===== src/rtl/frame_wr_pattern_gen_if.sv =====
// Purpose : bus between the frame write-pattern generator and its SDRAM write-FIFO / control side.
// Latency : none, wires only.
// Backpressure: Fifo_full from the FIFO side gates FIFO_WR_EN in the same cycle.
// Signals : Init_done, Start, Mode, Fifo_full        -> into the generator
//           FIFO_WR_EN, FIFO_WR_data, Pix_cnt, Line_cnt, Busy, Frame_done -> out of the generator
// Modports: master = generator side, slave = controller / FIFO side.
interface frame_wr_pattern_gen_if #(
  parameter int DATA_W = 8,
  parameter int PIX_W  = 10,
  parameter int LINE_W = 9
);
  logic              Init_done;
  logic              Start;
  logic [1:0]        Mode;
  logic              Fifo_full;
  logic              FIFO_WR_EN;
  logic [DATA_W-1:0] FIFO_WR_data;
  logic [PIX_W-1:0]  Pix_cnt;
  logic [LINE_W-1:0] Line_cnt;
  logic              Busy;
  logic              Frame_done;

  modport master (
    input  Init_done, Start, Mode, Fifo_full,
    output FIFO_WR_EN, FIFO_WR_data, Pix_cnt, Line_cnt, Busy, Frame_done
  );

  modport slave (
    output Init_done, Start, Mode, Fifo_full,
    input  FIFO_WR_EN, FIFO_WR_data, Pix_cnt, Line_cnt, Busy, Frame_done
  );
endinterface


===== src/rtl/frame_wr_pattern_gen.sv =====
// Purpose : generates one test-pattern frame (H_ACTIVE x V_ACTIVE pixels) into an SDRAM write FIFO.
// Latency : first write START_DLY+1 cycles after Init_done is seen high in WAIT_INIT (START_DLY+2 after Start).
// Backpressure: Fifo_full combinationally blocks FIFO_WR_EN; pixel counter and data hold while full.
// Ports   : Sys_clk, Rst_n (async, active-low), bus (frame_wr_pattern_gen_if.master).
// Option  : PATGEN_CONTINUOUS_EN defined -> frames repeat back-to-back without Start until reset.
module frame_wr_pattern_gen #(
  parameter int DATA_W    = 8,
  parameter int H_ACTIVE  = 640,
  parameter int V_ACTIVE  = 480,
  parameter int LINE_GAP  = 1000,
  parameter int START_DLY = 5
) (
  input  logic                   Sys_clk,
  input  logic                   Rst_n,
  frame_wr_pattern_gen_if.master bus
);

  localparam int PIX_W  = (H_ACTIVE  > 1) ? $clog2(H_ACTIVE)  : 1;
  localparam int LINE_W = (V_ACTIVE  > 1) ? $clog2(V_ACTIVE)  : 1;
  localparam int GAP_W  = (LINE_GAP  > 1) ? $clog2(LINE_GAP)  : 1;
  localparam int DLY_W  = (START_DLY > 1) ? $clog2(START_DLY) : 1;

  localparam logic [PIX_W-1:0]  PIX_LAST  = PIX_W'(H_ACTIVE - 1);
  localparam logic [LINE_W-1:0] LINE_LAST = LINE_W'(V_ACTIVE - 1);
  localparam logic [GAP_W-1:0]  GAP_LAST  = GAP_W'((LINE_GAP  > 0) ? LINE_GAP  - 1 : 0);
  localparam logic [DLY_W-1:0]  DLY_LAST  = DLY_W'((START_DLY > 0) ? START_DLY - 1 : 0);

`ifdef PATGEN_CONTINUOUS_EN
  localparam bit CONTINUOUS = 1'b1;
`else
  localparam bit CONTINUOUS = 1'b0;
`endif

  typedef enum logic [2:0] {
    S_IDLE,
    S_WAIT_INIT,
    S_DLY,
    S_LINE,
    S_GAP,
    S_DONE
  } state_t;

  state_t            state_q;
  logic [1:0]        mode_q;
  logic [PIX_W-1:0]  pix_q;
  logic [LINE_W-1:0] line_q;
  logic [GAP_W-1:0]  gap_q;
  logic [DLY_W-1:0]  dly_q;
  logic              busy_q;
  logic              done_q;

  // A zero start delay skips the DLY state entirely.
  localparam state_t FIRST_ACTIVE = (START_DLY == 0) ? S_LINE : S_DLY;

  always_ff @(posedge Sys_clk or negedge Rst_n) begin
    if (!Rst_n) begin
      state_q <= S_IDLE;
      mode_q  <= 2'd0;
      pix_q   <= '0;
      line_q  <= '0;
      gap_q   <= '0;
      dly_q   <= '0;
      busy_q  <= 1'b0;
      done_q  <= 1'b0;
    end else begin
      done_q <= 1'b0;
      case (state_q)
        S_IDLE: begin
          if (bus.Start) begin
            mode_q  <= bus.Mode;
            busy_q  <= 1'b1;
            state_q <= S_WAIT_INIT;
          end
        end

        S_WAIT_INIT: begin
          if (bus.Init_done) begin
            dly_q   <= '0;
            pix_q   <= '0;
            line_q  <= '0;
            state_q <= FIRST_ACTIVE;
          end
        end

        S_DLY: begin
          if (dly_q == DLY_LAST) begin
            state_q <= S_LINE;
          end else begin
            dly_q <= dly_q + DLY_W'(1);
          end
        end

        S_LINE: begin
          // A cycle with Fifo_full high is a stall: nothing advances.
          if (!bus.Fifo_full) begin
            if (pix_q == PIX_LAST) begin
              pix_q <= '0;
              if (LINE_GAP == 0) begin
                if (line_q == LINE_LAST) begin
                  line_q  <= '0;
                  done_q  <= 1'b1;
                  busy_q  <= CONTINUOUS;
                  state_q <= S_DONE;
                end else begin
                  line_q <= line_q + LINE_W'(1);
                end
              end else begin
                gap_q   <= '0;
                state_q <= S_GAP;
              end
            end else begin
              pix_q <= pix_q + PIX_W'(1);
            end
          end
        end

        S_GAP: begin
          // Gap length is fixed in cycles; Fifo_full has no effect here.
          if (gap_q == GAP_LAST) begin
            if (line_q == LINE_LAST) begin
              line_q  <= '0;
              done_q  <= 1'b1;
              busy_q  <= CONTINUOUS;
              state_q <= S_DONE;
            end else begin
              line_q  <= line_q + LINE_W'(1);
              state_q <= S_LINE;
            end
          end else begin
            gap_q <= gap_q + GAP_W'(1);
          end
        end

        S_DONE: begin
          if (CONTINUOUS) begin
            mode_q  <= bus.Mode;
            dly_q   <= '0;
            state_q <= FIRST_ACTIVE;
          end else begin
            state_q <= S_IDLE;
          end
        end

        default: state_q <= S_IDLE;
      endcase
    end
  end

  // Pattern is a pure function of registered counters and latched mode, so it
  // is zero whenever the counters are zero (reset, idle, between frames).
  logic [15:0] pix_ext;
  logic [15:0] line_ext;
  logic [15:0] pat;

  always_comb begin
    pix_ext  = 16'(pix_q);
    line_ext = 16'(line_q);
    case (mode_q)
      2'd0:    pat = pix_ext;
      2'd1:    pat = line_ext;
      2'd2:    pat = {16{pix_ext[3] ^ line_ext[3]}};
      default: pat = pix_ext ^ line_ext;
    endcase
  end

  assign bus.FIFO_WR_EN   = (state_q == S_LINE) && !bus.Fifo_full;
  assign bus.FIFO_WR_data = DATA_W'(pat);
  assign bus.Pix_cnt      = pix_q;
  assign bus.Line_cnt     = line_q;
  assign bus.Busy         = busy_q;
  assign bus.Frame_done   = done_q;

endmodule

===== src/flat_wrapper.sv =====
// flat-port wrapper written by rule: the top's interface ports become plain ports
module frame_wr_pattern_gen_flat 
#(
  parameter int DATA_W    = 8,
  parameter int H_ACTIVE  = 640,
  parameter int V_ACTIVE  = 480,
  parameter int LINE_GAP  = 1000,
  parameter int START_DLY = 5
)
  (Sys_clk, Rst_n, bus_Init_done, bus_Start, bus_Mode, bus_Fifo_full, bus_FIFO_WR_EN, bus_FIFO_WR_data, bus_Pix_cnt, bus_Line_cnt, bus_Busy, bus_Frame_done);
  frame_wr_pattern_gen_if #(.DATA_W(DATA_W)) bus_i ();
  input  logic Sys_clk;
  input  logic Rst_n;
  input wire logic [$bits(bus_i.Init_done)-1:0] bus_Init_done;
  input wire logic [$bits(bus_i.Start)-1:0] bus_Start;
  input wire logic [$bits(bus_i.Mode)-1:0] bus_Mode;
  input wire logic [$bits(bus_i.Fifo_full)-1:0] bus_Fifo_full;
  output wire logic [$bits(bus_i.FIFO_WR_EN)-1:0] bus_FIFO_WR_EN;
  output wire logic [$bits(bus_i.FIFO_WR_data)-1:0] bus_FIFO_WR_data;
  output wire logic [$bits(bus_i.Pix_cnt)-1:0] bus_Pix_cnt;
  output wire logic [$bits(bus_i.Line_cnt)-1:0] bus_Line_cnt;
  output wire logic [$bits(bus_i.Busy)-1:0] bus_Busy;
  output wire logic [$bits(bus_i.Frame_done)-1:0] bus_Frame_done;
  assign bus_i.Init_done = bus_Init_done;
  assign bus_i.Start = bus_Start;
  assign bus_i.Mode = bus_Mode;
  assign bus_i.Fifo_full = bus_Fifo_full;
  assign bus_FIFO_WR_EN = bus_i.FIFO_WR_EN;
  assign bus_FIFO_WR_data = bus_i.FIFO_WR_data;
  assign bus_Pix_cnt = bus_i.Pix_cnt;
  assign bus_Line_cnt = bus_i.Line_cnt;
  assign bus_Busy = bus_i.Busy;
  assign bus_Frame_done = bus_i.Frame_done;
  frame_wr_pattern_gen #(.DATA_W(DATA_W), .H_ACTIVE(H_ACTIVE), .V_ACTIVE(V_ACTIVE), .LINE_GAP(LINE_GAP), .START_DLY(START_DLY)) u_core (.Sys_clk(Sys_clk), .Rst_n(Rst_n), .bus(bus_i));
endmodule

===== config.mk =====
export PLATFORM = sky130hd
export DESIGN_NAME = frame_wr_pattern_gen_flat
export DESIGN_NICKNAME = d
export VERILOG_FILES = /design/src/rtl/frame_wr_pattern_gen_if.sv /design/src/rtl/frame_wr_pattern_gen.sv /design/src/flat_wrapper.sv
export SDC_FILE = /design/constraint.sdc
export NUM_CORES = 1
export LEC_CHECK = 0
export ABC_CLOCK_PERIOD_IN_PS = 2850
export CAP_MARGIN = 20
export CORE_MARGIN = 2
export CORE_UTILIZATION = 54
export CTS_BUF_LIST = sky130_fd_sc_hd__clkbuf_4 sky130_fd_sc_hd__clkbuf_8 sky130_fd_sc_hd__clkbuf_16
export CTS_CLUSTER_DIAMETER = 120
export DETAILED_ROUTE_END_ITERATION = 10
export MAX_ROUTING_LAYER = met4
export PLACE_DENSITY = 0.83
export SYNTH_ARGS = -nofsm -noshare
export SYNTH_HDL_FRONTEND = slang
export SYNTH_SLANG_ARGS = --single-unit

===== constraint.sdc =====
create_clock -name Sys_clk -period 2.85 [get_ports Sys_clk]
set_input_delay 0.57 -clock Sys_clk [delete_from_list [all_inputs] [get_ports Sys_clk]]
set_output_delay 0.57 -clock Sys_clk [all_outputs]
set_load 0.01 [all_outputs]

==> impl_metrics.tcl <==
set metrics [dict create \
    grt_overflow_total 0 \
    path_cells "xnor2_1 -> and2_1 -> o31ai_1 -> clkdlybuf4s50_1" \
    port_buffers 36 \
    grt_pass1_wl_um 9666 \
    rows 24 \
    synth_area_leaders "dfrtp_1 (39%), nand2_1 (4.7%), o31ai_1 (4.2%)" \
    die_h_um 71.94 \
    grt_max_degree 40 \
    vias 2264 \
    required_ns 2.28 \
    grt_pass1_vias 2056 \
    status "finished, final reports clean" \
    ant_nets 0 \
    startpoint "u_core.bus.Pix_cnt[3]" \
    final_max_slew_viol_count 0 \
    clock_skew_ns 0.006606 \
    core_mm2 0.004414 \
    cts_inserted_buffers 5 \
    nets 332 \
    critPathCaptureType "output pin" \
    drive_gt1_frac 0.05296 \
    power_density_mw_per_mm2 754.4 \
    drt_iter0_drc 166 \
    cap_violations 0 \
    hold_ws_ns 0.3937 \
    num_antenna_cells 0 \
    syn-num-nets 303 \
    cp_slowest_cell "clkdlybuf4s50_1" \
    synth.avg_cell_area_um2 8.565 \
    power.total_uw 2232 \
    htree_levels 2 \
    reg2reg_depth 4 \
    synth-edff-count 0 \
    finalCriticalPeriod_ns 2.652 \
    p_sw_uw 885.0 \
    area_growth_syn_to_layout_pct 18.72 \
    start_util 0.5646 \
    r2r_slack_ns 0.53 \
    synthArstFlopShare 1.000 \
    place.gp.congestion 0.8597 \
    netlist.area_leader.share 0.3916 \
    dpl_cell_area_mm2 0.002855 \
    drc 0 \
    clock_latency_ns 0.29 \
    worst_path_largest_cell_delay_ns 0.59 \
    worst_setup_hold_path_clk_slew_ns 0.08 \
    cts_num_sinks 39 \
    yosys_warnings 0 \
    ioPinCount 37 \
    postSynthCellCount 291 \
    cts_buffer_depth 2 \
    postCtsHoldBufs 0 \
    post_cts_resized 0 \
    hpwl_um 3955 \
    post_cts_buffers 0 \
    netSwitchingFraction 0.3964 \
    tritoncts "built" \
    dr.pass1.iters 4 \
    setup_viol 0 \
    root_buffer "clkbuf_8" \
    fin_tns_setup_ns 0 \
    worstPathMaxFanout 8 \
    worstMarginPinSlew_ns 0.8724 \
    rsz0062_at_grt "false" \
    crit_type "reg2out" \
    grt_use_total 0.2431 \
    die_area_mm2 0.005175 \
    synth_top_flop_cell "dfrtp_1" \
    layout_worst_path_cycle_share 0.9307 \
    reg2reg_to "u_core.bus.Line_cnt[2]" \
    hold_viol_final 0 \
    drt-total-wl_um 5542 \
    most-common-layout-cells "dfrtp_1 (39), clkdlybuf4s50_1 (35), nand2_1 (31), nor2_1 (18), nand3_1 (16)" \
    wl_per_cell_um 14.86 \
    relSlewSlack 0.4184 \
    hold_path_class "in2async" \
    fp.dieW_um 71.94 \
    synth_cell_types 51 \
    cp.arrival_ns 2.08 \
    ir_drop_mv 0.4938 \
    start_kind "register" \
    ys_seq_elements 39 \
    power_frac_comb 0.395 \
    r2r-start "u_core.state_q[1]" \
    synth_area_mm2 0.002492 \
    routed_via_density 6.070 \
    power_frac_seq 0.420 \
    layout_commonest_cell "dfrtp_1" \
    clock.fmax_ghz 0.3770 \
    leakage_uw 0.001209 \
    clock_power_share 0.186 \
    synth-seq-area-share 0.3916 \
    intPower_uw 1348 \
    antenna_found_initial 0 \
    synth_top_area_cell "dfrtp_1" \
    final_area_mm2 0.002959 \
]
## per-stage QoR
| step | cells | worst slack (ns) | utilization |
|---|---|---|---|
| finish | 373 | 0.1976 | 0.6704 |
| global route | 373 | 0.04846 | 0.6704 |
| CTS | 373 | 0.2037 | 0.6704 |
| detailed placement | 365 | 0.3947 | 0.6468 |
| global placement | 365 | 0.4078 | 0.6468 |
| floorplan | 291 | 0.7423 | - |
## final cells by class
type                            count  area (um2)
Tap cell                           52       65.06
Fill cell                         372        1455
Inverter                           15       56.30
Clock buffer                        8       103.9
Sequential cell                    39       975.9
Multi-Input combinational cell    220        1380
Timing Repair Buffer               39       377.9
## per-layer routing
metal / global-route usage / up-vias / wire length, um
met3: 0.04722 / 7 / 291
met2: 0.3642 / 58 / 2530
met4: 0.06289 / 0 / 56
li1: - / 1130 / -
met1: 0.3428 / 1069 / 2664
met5: - / - / 0
## logic make-up after synthesis
kind of cell             count (synthesis)  share of synthesized area
AO/OA/AOI/OAI                           84                     0.2249
XOR/XNOR                                 9                    0.03163
adder cells (fa/ha/maj)                  5                    0.02510
buffers and inverters                   32                    0.05471
flip-flops                              39                     0.3916
multiplexers                             7                    0.02912
AND/OR/NAND/NOR                        115                     0.2430
## critical path: cells and delay by family (launching register included)
kind / cells / cell delay, ns
buffers and inverters: 1 / 0.59
flip-flops: 1 / 0.49
AO/OA/AOI/OAI: 1 / 0.25
AND/OR/NAND/NOR: 1 / 0.24
XOR/XNOR: 1 / 0.22
## power groups by stage
stage               Combinational (uW)  Clock, uW  Sequential, uW
finish                             881        414             937
global route                      1000        442             972
CTS                                885        424             933
detailed placement                 883          0             942
global placement                   859          0             934
floorplan                          705          0             825
## worst max-delay path by stage
stage / to / slack, ns
after floorplan: u_core.bus.Line_cnt[2] / 0.74
after CTS: bus_FIFO_WR_data[5] / 0.20
after global routing: bus_FIFO_WR_data[4] / 0.05
after global placement: bus_FIFO_WR_EN / 0.41
after detailed placement: bus_FIFO_WR_EN / 0.39
final: bus_FIFO_WR_data[5] / 0.20
## synth_stat cells, drive strengths merged (6+ instances only)
master and count:
o22ai 6, and3 6, o31ai 14, dfrtp 39
inv 15, clkbuf 14, or4 7, nand2 31
a21oi 15, nand2b 7, nand3 16, nor3 7
nor2 18, a31oi 6, xnor2 8, o21ai 15
## flip-flops by register name, summed over array words and instances (netlist names)
| register | cells |
|---|---|
| u_core.bus.Frame_done | 1 |
| u_core.bus.Busy | 1 |
| u_core.mode_q | 2 |
| u_core.dly_q | 3 |
| u_core.gap_q | 10 |
| u_core.bus.Pix_cnt | 10 |
| u_core.state_q | 3 |
| u_core.bus.Line_cnt | 9 |
Note: power is estimated with default switching activity, not from simulation.
